===== config.mk =====
export PLATFORM = sky130hd
export DESIGN_NAME = fetch_queue_unit
export DESIGN_NICKNAME = d
export VERILOG_FILES = /design/src/rtl/fetch_queue_unit.sv
export SDC_FILE = /design/constraint.sdc
export NUM_CORES = 1
export LEC_CHECK = 0
export CAP_MARGIN = 30
export CORE_MARGIN = 3
export CORE_UTILIZATION = 36
export DETAILED_ROUTE_END_ITERATION = 10
export DONT_BUFFER_PORTS = 1
export GPL_ROUTABILITY_DRIVEN = 0
export PLACE_DENSITY_LB_ADDON = 0.05
export SETUP_SLACK_MARGIN = 0.3
export SYNTH_ARGS = -nofsm -noshare
export SYNTH_HDL_FRONTEND = slang
export SYNTH_SLANG_ARGS = --single-unit

===== constraint.sdc =====
create_clock -name clock_i -period 40 [get_ports clock_i]
set_input_delay 12 -clock clock_i [delete_from_list [all_inputs] [get_ports clock_i]]
set_output_delay 12 -clock clock_i [all_outputs]
set_load 0.05 [all_outputs]

===== src/rtl/fetch_queue_unit.sv =====
// Sequential instruction fetch with credit-limited requests, an in-order response FIFO
// feeding decode, and redirect handling that drains stale in-flight responses.
module fetch_queue_unit #(
    parameter int unsigned instructionWidth = 32,
    parameter int unsigned addressSize      = 64,
    parameter int unsigned queueDepth       = 4,
    parameter int unsigned queueIndexWidth  = 2,
    parameter logic [addressSize-1:0] resetVector = 64'h0
) (
    input  logic                        clock_i,
    input  logic                        reset_i,
    input  logic                        enable_i,
    input  logic                        redirect_i,
    input  logic [addressSize-1:0]      redirectAddress_i,
    output logic                        memReq_o,
    input  logic                        memReady_i,
    output logic [addressSize-1:0]      memAddress_o,
    input  logic                        memValid_i,
    input  logic [instructionWidth-1:0] memInstruction_i,
    input  logic                        decodeReady_i,
    output logic [instructionWidth-1:0] instruction_o,
    output logic [addressSize-1:0]      instructionAddress_o,
    output logic                        instructionValid_o
);

    localparam int unsigned CntW = queueIndexWidth + 1;
    localparam int unsigned SumW = queueIndexWidth + 2;
    localparam logic [SumW-1:0]            DepthSum  = SumW'(queueDepth);
    localparam logic [addressSize-1:0]     AlignMask = ~addressSize'(3);
    localparam logic [addressSize-1:0]     PcStep    = addressSize'(4);
    localparam logic [addressSize-1:0]     ResetPc   = resetVector & AlignMask;
    localparam logic [queueIndexWidth-1:0] PtrOne    = queueIndexWidth'(1);

    typedef enum logic {StRun, StDrain} state_e;

    state_e                      r_state;
    logic [addressSize-1:0]      r_fetch_pc;
    logic [addressSize-1:0]      r_resp_pc;
    logic [CntW-1:0]             r_in_flight;
    logic [CntW-1:0]             r_occupancy;
    logic [queueIndexWidth-1:0]  r_rd_ptr;
    logic [queueIndexWidth-1:0]  r_wr_ptr;
    logic [instructionWidth-1:0] r_data [queueDepth];
    logic [addressSize-1:0]      r_addr [queueDepth];

    logic                   w_credit;
    logic                   w_mem_req;
    logic                   w_fire;
    logic                   w_resp;
    logic                   w_enq;
    logic                   w_valid;
    logic                   w_deq;
    logic [CntW-1:0]        w_in_flight_d;
    logic [addressSize-1:0] w_redirect_pc;

    // Queued plus outstanding words never exceed the FIFO, so a response always has a slot
    assign w_credit  = ({1'b0, r_occupancy} + {1'b0, r_in_flight}) < DepthSum;
    assign w_mem_req = !reset_i && (r_state == StRun) && enable_i && !redirect_i && w_credit;
    assign w_fire    = w_mem_req && memReady_i;
    // A response with nothing outstanding is a protocol error and is dropped entirely
    assign w_resp    = memValid_i && (r_in_flight != '0);
    assign w_enq     = w_resp && (r_state == StRun) && !redirect_i;
    assign w_valid   = r_occupancy != '0;
    assign w_deq     = w_valid && decodeReady_i && enable_i;

    assign w_in_flight_d = r_in_flight + CntW'(w_fire) - CntW'(w_resp);
    assign w_redirect_pc = redirectAddress_i & AlignMask;

    assign memReq_o             = w_mem_req;
    assign memAddress_o         = reset_i ? '0 : r_fetch_pc;
    assign instructionValid_o   = w_valid;
    assign instruction_o        = w_valid ? r_data[r_rd_ptr] : '0;
    assign instructionAddress_o = w_valid ? r_addr[r_rd_ptr] : '0;

    always_ff @(posedge clock_i or posedge reset_i) begin
        if (reset_i) begin
            r_state     <= StRun;
            r_fetch_pc  <= ResetPc;
            r_resp_pc   <= ResetPc;
            r_in_flight <= '0;
            r_occupancy <= '0;
            r_rd_ptr    <= '0;
            r_wr_ptr    <= '0;
            for (int i = 0; i < queueDepth; i++) begin
                r_data[i] <= '0;
                r_addr[i] <= '0;
            end
        end else begin
            r_in_flight <= w_in_flight_d;
            if (redirect_i) begin
                r_fetch_pc  <= w_redirect_pc;
                r_resp_pc   <= w_redirect_pc;
                r_occupancy <= '0;
                r_rd_ptr    <= '0;
                r_wr_ptr    <= '0;
                r_state     <= (w_in_flight_d != '0) ? StDrain : StRun;
            end else begin
                if (w_fire) begin
                    r_fetch_pc <= r_fetch_pc + PcStep;
                end
                if (w_enq) begin
                    r_data[r_wr_ptr] <= memInstruction_i;
                    r_addr[r_wr_ptr] <= r_resp_pc;
                    r_wr_ptr         <= r_wr_ptr + PtrOne;
                    r_resp_pc        <= r_resp_pc + PcStep;
                end
                if (w_deq) begin
                    r_rd_ptr <= r_rd_ptr + PtrOne;
                end
                r_occupancy <= r_occupancy + CntW'(w_enq) - CntW'(w_deq);
                if ((r_state == StDrain) && (w_in_flight_d == '0)) begin
                    r_state <= StRun;
                end
            end
        end
    end

endmodule


## Word-level counts from Yosys, hierarchy flattened

Index checks and enable logic that the tools add are counted.

- Register bits: 523
- Bits of input ports: 103
- Output and inout port bits: 162
- Word-level logic and storage cells: 82

- Add/subtract/negate cells: 9
- $lt $le $gt $ge: 4
- Multiplexer cells: 27
- Bitwise gates (word level): 4
- Reduce and logical (&&, ||, !) cells: 23

Operators with widths:

| kind | count |
|---|---|
| $mux W64 | 9 |
| $bwmux W256 | 1 |
| $add A64 B3 Y64 const B | 2 |
| $bmux W64 S2 | 1 |
| $bwmux W128 | 1 |
| $demux W64 S2 | 1 |
| $mux W32 | 4 |
| $bmux W32 S2 | 1 |
| $demux W32 S2 | 1 |
| $logic_and A1 B1 Y1 | 12 |
| $reduce_bool A3 Y1 | 3 |
| $mux W2 | 4 |
| $reduce_bool A2 Y1 | 4 |
| $add A3 B1 Y3 | 2 |
| $ge A3 B3 Y1 const B | 2 |
| $not A2 Y3 | 2 |
| $sub A3 B1 Y3 | 2 |
| $add A2 B1 Y2 const B | 2 |
| $add A3 B3 Y4 | 1 |
| $lt A4 B3 Y1 const B | 1 |
| $logic_not A3 Y1 | 1 |
| $lt A3 B1 Y1 const B | 1 |
| $mux W1 | 3 |
| $mux W3 | 1 |
| 3 further kinds | 5 |

## Depth between registers and ports, before layout

- Depth in word-level cells: 12
- Gate-level depth with buffers: 14
- Depth with buffers taken out: 11

## Worst setup path before layout

OpenSTA, ideal clock, no wires.

- Kind: input to output
- Start point: in reset_i
- End point: out memAddress_o[10]
- Arrival time: 13.100 ns
- Slack: 14.900 ns
- Stages: 3
- Buffers on the path: 2
- Cells stage by stage: clkbuf_1 > clkbuf_1 > nor2b_1

- Cells in the longest elaborated chain, start to end: 1

Ends and longest elaborated chain:

| element | RTL line | source |
|---|---|---|
| start, declared | 11 | `input logic reset_i,` |
| $mux W64 | 70 | `assign memAddress_o = reset_i ? '0 : r_fetch_pc;` |
| end, declared | 17 | `output logic [addressSize-1:0] memAddress_o,` |

Every way passes these cells.

## Worst setup path in the final report

- Start point: in redirect_i
- End point: out memReq_o

- Cells in the longest elaborated chain, start to end: 3

Ends and longest elaborated chain:

| element | RTL line | source |
|---|---|---|
| start, declared | 13 | `input logic redirect_i,` |
| $logic_not A1 Y1 | 58 | `assign w_mem_req = !reset_i && (r_state == StRun) && enable_i && !redirect_i && w_credit;` |
| $logic_and A1 B1 Y1 (2 in a row) | 58 |  |
| end, declared | 15 | `output logic memReq_o,` |

Every way passes these cells.

==> impl_results.md <==
* Outcome: finished clean
* Prevailing post-synth register cell: sky130_fd_sc_hd__dfrtp_1
* Area of all placed cells without fillers at 27900 um^2
* Final period demand of the worst path at 24.92 ns
* Wire length of the first global-routing pass at 109000 um
* Cell-internal power at 0.00116 W
* Register bit total from synthesis at 511
* Drt drc at 0
* TNS Setup at 0 ns
* Vias at 16100
* Die ar. at 72700 um^2
* Max Cap Viol at 0
* Reported net switching power at 0.000651 W
* Number of gates given a new drive strength after cts at 0
* Mean cell area of the mapped netlist at 12.4 um^2
* Initial antenna violation count at 2
* Total I/O pin count at 265
* Worst path bufs/invs at 0
* Number of nets with antenna violations after routing at 0
* Max FO, Critical Path at 131
* Largest vdd supply drop at 0.0392 mV
* Number of cell instances on the worst register-to-register path at 10
* Type of destination of the critical path: primary output
* Worst slew margin relative to its limit at 34.7%
* Final net count at 2073
* Cell count after placement at 2824
* Number of hold buffers added after cts at 0
* Count of warnings emitted by yosys at 0
* Max stage delay on crit path at 0.59 ns
* Clock insertion delay at the later pin of the skew report at 0.62 ns
* Post-layout power at 0.00181 W
* TritonCTS clock tree: built
* Minimum setup slack after placement at 15.13 ns
* Beginning of the critical path: redirect_i
* DIE WIDTH at 270 um
* Setup slack of the critical path after layout at 15.08 ns
* Number of levels in the clock H-tree at 2
* Combined flip-flop and latch cell area at 12800 um^2
* Pin count of the biggest net entering global routing at 149
* Cell area power density at 64.8 nW/um^2
* Number of fillers in the final layout at 6537
* Cell type of the slowest stage on the worst timing path: sky130_fd_sc_hd__and3_1
* Clock tree skew after final layout at 0.0191 ns
* Share of power burned in registers at 39.1%
* Layout cell share with drive strength beyond 1 at 30.8%
* Share of total power in the clock network at 31.0%
* Total of endpoints with negative setup slack in the final report at 0
* Static leakage at 11.9 nW
* Worst-margin pin slew at 0.977 ns
* Critical Path, Cell by Cell: nor4_1 > and3_1
* Required time at the endpoint of the critical path at 28.00 ns
* Proportion of synthesized flip-flops having asynchronous set or reset at 100%
* Sum of overflow across all layers after global routing at 0
* TritonCTS buffer count at 61
* Sw frac at 36.0%
* Pins Over Slew Limit at 0
* Maximum operating frequency at 0.0401 GHz
* Clock Sink Count at 511
* Placement row count at 96
* Worst EP arrival at 12.92 ns
* Count of cells along the worst hold path at 1
* Drt total wl at 71400 um
* Routed vias/inst at 5.47
* Count of final hold-check violations at 0
* Clock transition at path regs at 0.05 ns
* Maximum number of buffers from clock root to sink at 3
* Die height at 270 um
* Flop2flop setup slack at 36.57 ns
* Worst hold-check path type: reg2reg
* Post-detailed-route wirelength per cell at 24.3 um
* P&R area growth vs syn at 11.5%
* Post-route fraction of the period consumed by the critical path at 62.3%
* Postcts setup bufs at 0
* Sum of net half-perimeters after detailed placement at 46600 um
* Initial standard-cell utilization of the core at 36.4%
* Min-Delay Endpoint: r_addr[55]$_DFFE_PP0P_
* Input/output buffers at 0
* Post-synthesis cell area at 25000 um^2
* Crit path launch type: input port
* Launching point of the worst reg2reg path: r_in_flight[1]$_DFF_PP0_
* Combinational group share of total power at 29.9%
* Layout Cells excl Fill at 2937
* Clock root buffer: sky130_fd_sc_hd__clkbuf_16
* Footprint of the multi-input gates at 11600 um^2
* Number of DRC violations after detailed-routing iteration 0 at 846
* Setup repair after global routing missed its margin: no
* Vias in the first global route at 16700
* Number of distinct library cells after synthesis at 55
* Count of mapped cells out of synthesis at 2020
* Crit path kind: in2out
* Hold Startpoint: r_addr[55]$_DFFE_PP0P_
* Global-route usage over all layers at 19.5%
* Sequential fraction of the synthesis area at 51.1%
* Core box area at 68700 um^2
* Top cell family by delay on the critical path: simple AND/OR/NAND/NOR gates
* Count of flip-flops with a built-in enable after synthesis at 0
* Area after detailed placement at 25800 um^2
* FF-to-FF End: r_fetch_pc[46]$_DFFE_PP0N_
* Number of optimization iterations in the first detailed-route pass at 5
through the flow:
step	hold slack, ns	utilization (%)
finish	0.499	40.6
global route	0.509	40.6
CTS	0.502	40.6
detailed placement	0.490	37.6
global placement	0.483	37.5
floorplan	0.475	-
cell type report:
class,count,area share [%]
Clock buffer,98,6.77
Timing Repair Buffer,23,0.781
Antenna cell,3,0.0269
Tap cell,931,4.18
Multi-Input combinational cell,1330,41.4
Clock inverter,12,0.507
Inverter,29,0.417
Sequential cell,511,45.9
power groups by stage:
stage / Clock, W / Sequential (W) / Combinational (W)
CTS: 0.000578 / 0.000707 / 0.000554
global route: 0.000601 / 0.000723 / 0.000579
detailed placement: 0 / 0.000716 / 0.000553
finish: 0.000561 / 0.000706 / 0.000541
global placement: 0 / 0.000710 / 0.000545
floorplan: 0 / 0.000678 / 0.000478
registers in the layout, summed over array words and instances, names as in the netlist:
| signal | cells |
|---|---|
| r_resp_pc | 62 |
| r_fetch_pc | 62 |
| r_occupancy | 3 |
| r_state | 1 |
| r_in_flight | 3 |
| r_wr_ptr | 2 |
| r_addr | 248 |
| r_data | 128 |
| r_rd_ptr | 2 |
cell usage in the layout, fill, tap and decap left out, types with 4 or more instances in the layout:
| cell | n |
|---|---|
| sky130_fd_sc_hd__dfrtp_1 | 509 |
| sky130_fd_sc_hd__mux2_2 | 386 |
| sky130_fd_sc_hd__nand2_1 | 133 |
| sky130_fd_sc_hd__and2_1 | 100 |
| sky130_fd_sc_hd__mux4_2 | 94 |
| sky130_fd_sc_hd__o21ai_0 | 83 |
| sky130_fd_sc_hd__nand3_1 | 68 |
| sky130_fd_sc_hd__nor2_1 | 66 |
| sky130_fd_sc_hd__clkbuf_16 | 63 |
| sky130_fd_sc_hd__nor2b_1 | 56 |
| sky130_fd_sc_hd__nand4_1 | 45 |
| sky130_fd_sc_hd__xnor2_1 | 42 |
| sky130_fd_sc_hd__nor3_1 | 31 |
| sky130_fd_sc_hd__inv_1 | 27 |
| sky130_fd_sc_hd__o211ai_1 | 27 |
| sky130_fd_sc_hd__xor2_1 | 26 |
| sky130_fd_sc_hd__nor4_1 | 22 |
| sky130_fd_sc_hd__o311ai_0 | 20 |
| sky130_fd_sc_hd__clkbuf_8 | 18 |
| sky130_fd_sc_hd__and3_1 | 17 |
| sky130_fd_sc_hd__clkbuf_1 | 17 |
| sky130_fd_sc_hd__buf_4 | 17 |
| sky130_fd_sc_hd__a21oi_1 | 14 |
| sky130_fd_sc_hd__ha_1 | 12 |
| sky130_fd_sc_hd__and4_1 | 11 |
| sky130_fd_sc_hd__or4_1 | 11 |
| sky130_fd_sc_hd__a31oi_1 | 9 |
| sky130_fd_sc_hd__clkinv_2 | 7 |
| sky130_fd_sc_hd__or3_1 | 5 |
| sky130_fd_sc_hd__and3_4 | 4 |
| sky130_fd_sc_hd__mux2i_1 | 4 |
| sky130_fd_sc_hd__conb_1 | 4 |
Yosys cell counts, types with 2 or more instances:
library cell / n / share of area, %
sky130_fd_sc_hd__nand2b_1: 3 / 0.075
sky130_fd_sc_hd__a22oi_1: 3 / 0.090
sky130_fd_sc_hd__nor4_1: 22 / 0.55
sky130_fd_sc_hd__a311o_1: 2 / 0.080
sky130_fd_sc_hd__o311ai_0: 20 / 0.70
sky130_fd_sc_hd__ha_1: 12 / 0.60
sky130_fd_sc_hd__clkbuf_1: 114 / 1.7
sky130_fd_sc_hd__nand3_1: 68 / 1.4
sky130_fd_sc_hd__o31a_1: 3 / 0.11
sky130_fd_sc_hd__inv_1: 28 / 0.42
sky130_fd_sc_hd__mux4_2: 94 / 8.5
sky130_fd_sc_hd__buf_1: 30 / 0.45
sky130_fd_sc_hd__a31oi_1: 9 / 0.23
sky130_fd_sc_hd__and4_1: 11 / 0.39
sky130_fd_sc_hd__a21o_1: 2 / 0.060
sky130_fd_sc_hd__mux2i_1: 4 / 0.16
sky130_fd_sc_hd__and3_1: 21 / 0.53
sky130_fd_sc_hd__and2_1: 100 / 2.5
sky130_fd_sc_hd__dfrtp_1: 511 / 51
sky130_fd_sc_hd__xor2_1: 26 / 0.91
sky130_fd_sc_hd__nor3_1: 31 / 0.62
sky130_fd_sc_hd__a31o_2: 3 / 0.11
sky130_fd_sc_hd__o21ai_0: 83 / 1.7
sky130_fd_sc_hd__or3_1: 6 / 0.15
sky130_fd_sc_hd__nand3b_1: 2 / 0.060
sky130_fd_sc_hd__nor2b_1: 56 / 1.4
sky130_fd_sc_hd__o211ai_1: 27 / 0.81
sky130_fd_sc_hd__a21oi_1: 14 / 0.28
sky130_fd_sc_hd__buf_4: 4 / 0.12
sky130_fd_sc_hd__mux2_2: 386 / 17
sky130_fd_sc_hd__nand2_1: 133 / 2.0
sky130_fd_sc_hd__nand4_1: 45 / 1.1
sky130_fd_sc_hd__or4_1: 11 / 0.33
sky130_fd_sc_hd__nor4_2: 2 / 0.10
sky130_fd_sc_hd__nor2_1: 67 / 1.0
sky130_fd_sc_hd__buf_2: 4 / 0.080
sky130_fd_sc_hd__or2_2: 3 / 0.075
sky130_fd_sc_hd__fa_1: 2 / 0.16
sky130_fd_sc_hd__xnor2_1: 42 / 1.5
routing by layer:
| layer | part of all wire [%] | wire, um | global-route usage, % |
|---|---|---|---|
| met5 | 0.017 | 12 | 0 |
| met4 | 2.3 | 1650 | 5.27 |
| met3 | 5.0 | 3550 | 3.72 |
| met2 | 47 | 33300 | 31.1 |
| met1 | 46 | 32900 | 27.2 |
worst max path at each step:
stage,endpoint,cells after the start
finish,memReq_o,2
global route,memReq_o,2
CTS,memReq_o,2
detailed placement,memReq_o,2
global placement,memReq_o,2
floorplan,r_addr[100]$_DFFE_PP0P_,3
cell families (layout without fill, tap and decap cells):
logic type	Yosys count	in the layout	synth area share [%]
adder cells (fa/ha/maj)	14	14	0.760
multiplexers	484	484	26.0
XOR/XNOR	68	68	2.38
AO/OA/AOI/OAI	172	172	4.35
other	1	7	0.0150
AND/OR/NAND/NOR	588	588	12.5
flip-flops	511	511	51.1
buffers and inverters	182	162	2.84
No activity file was read; power rests on OpenSTA's default activity.
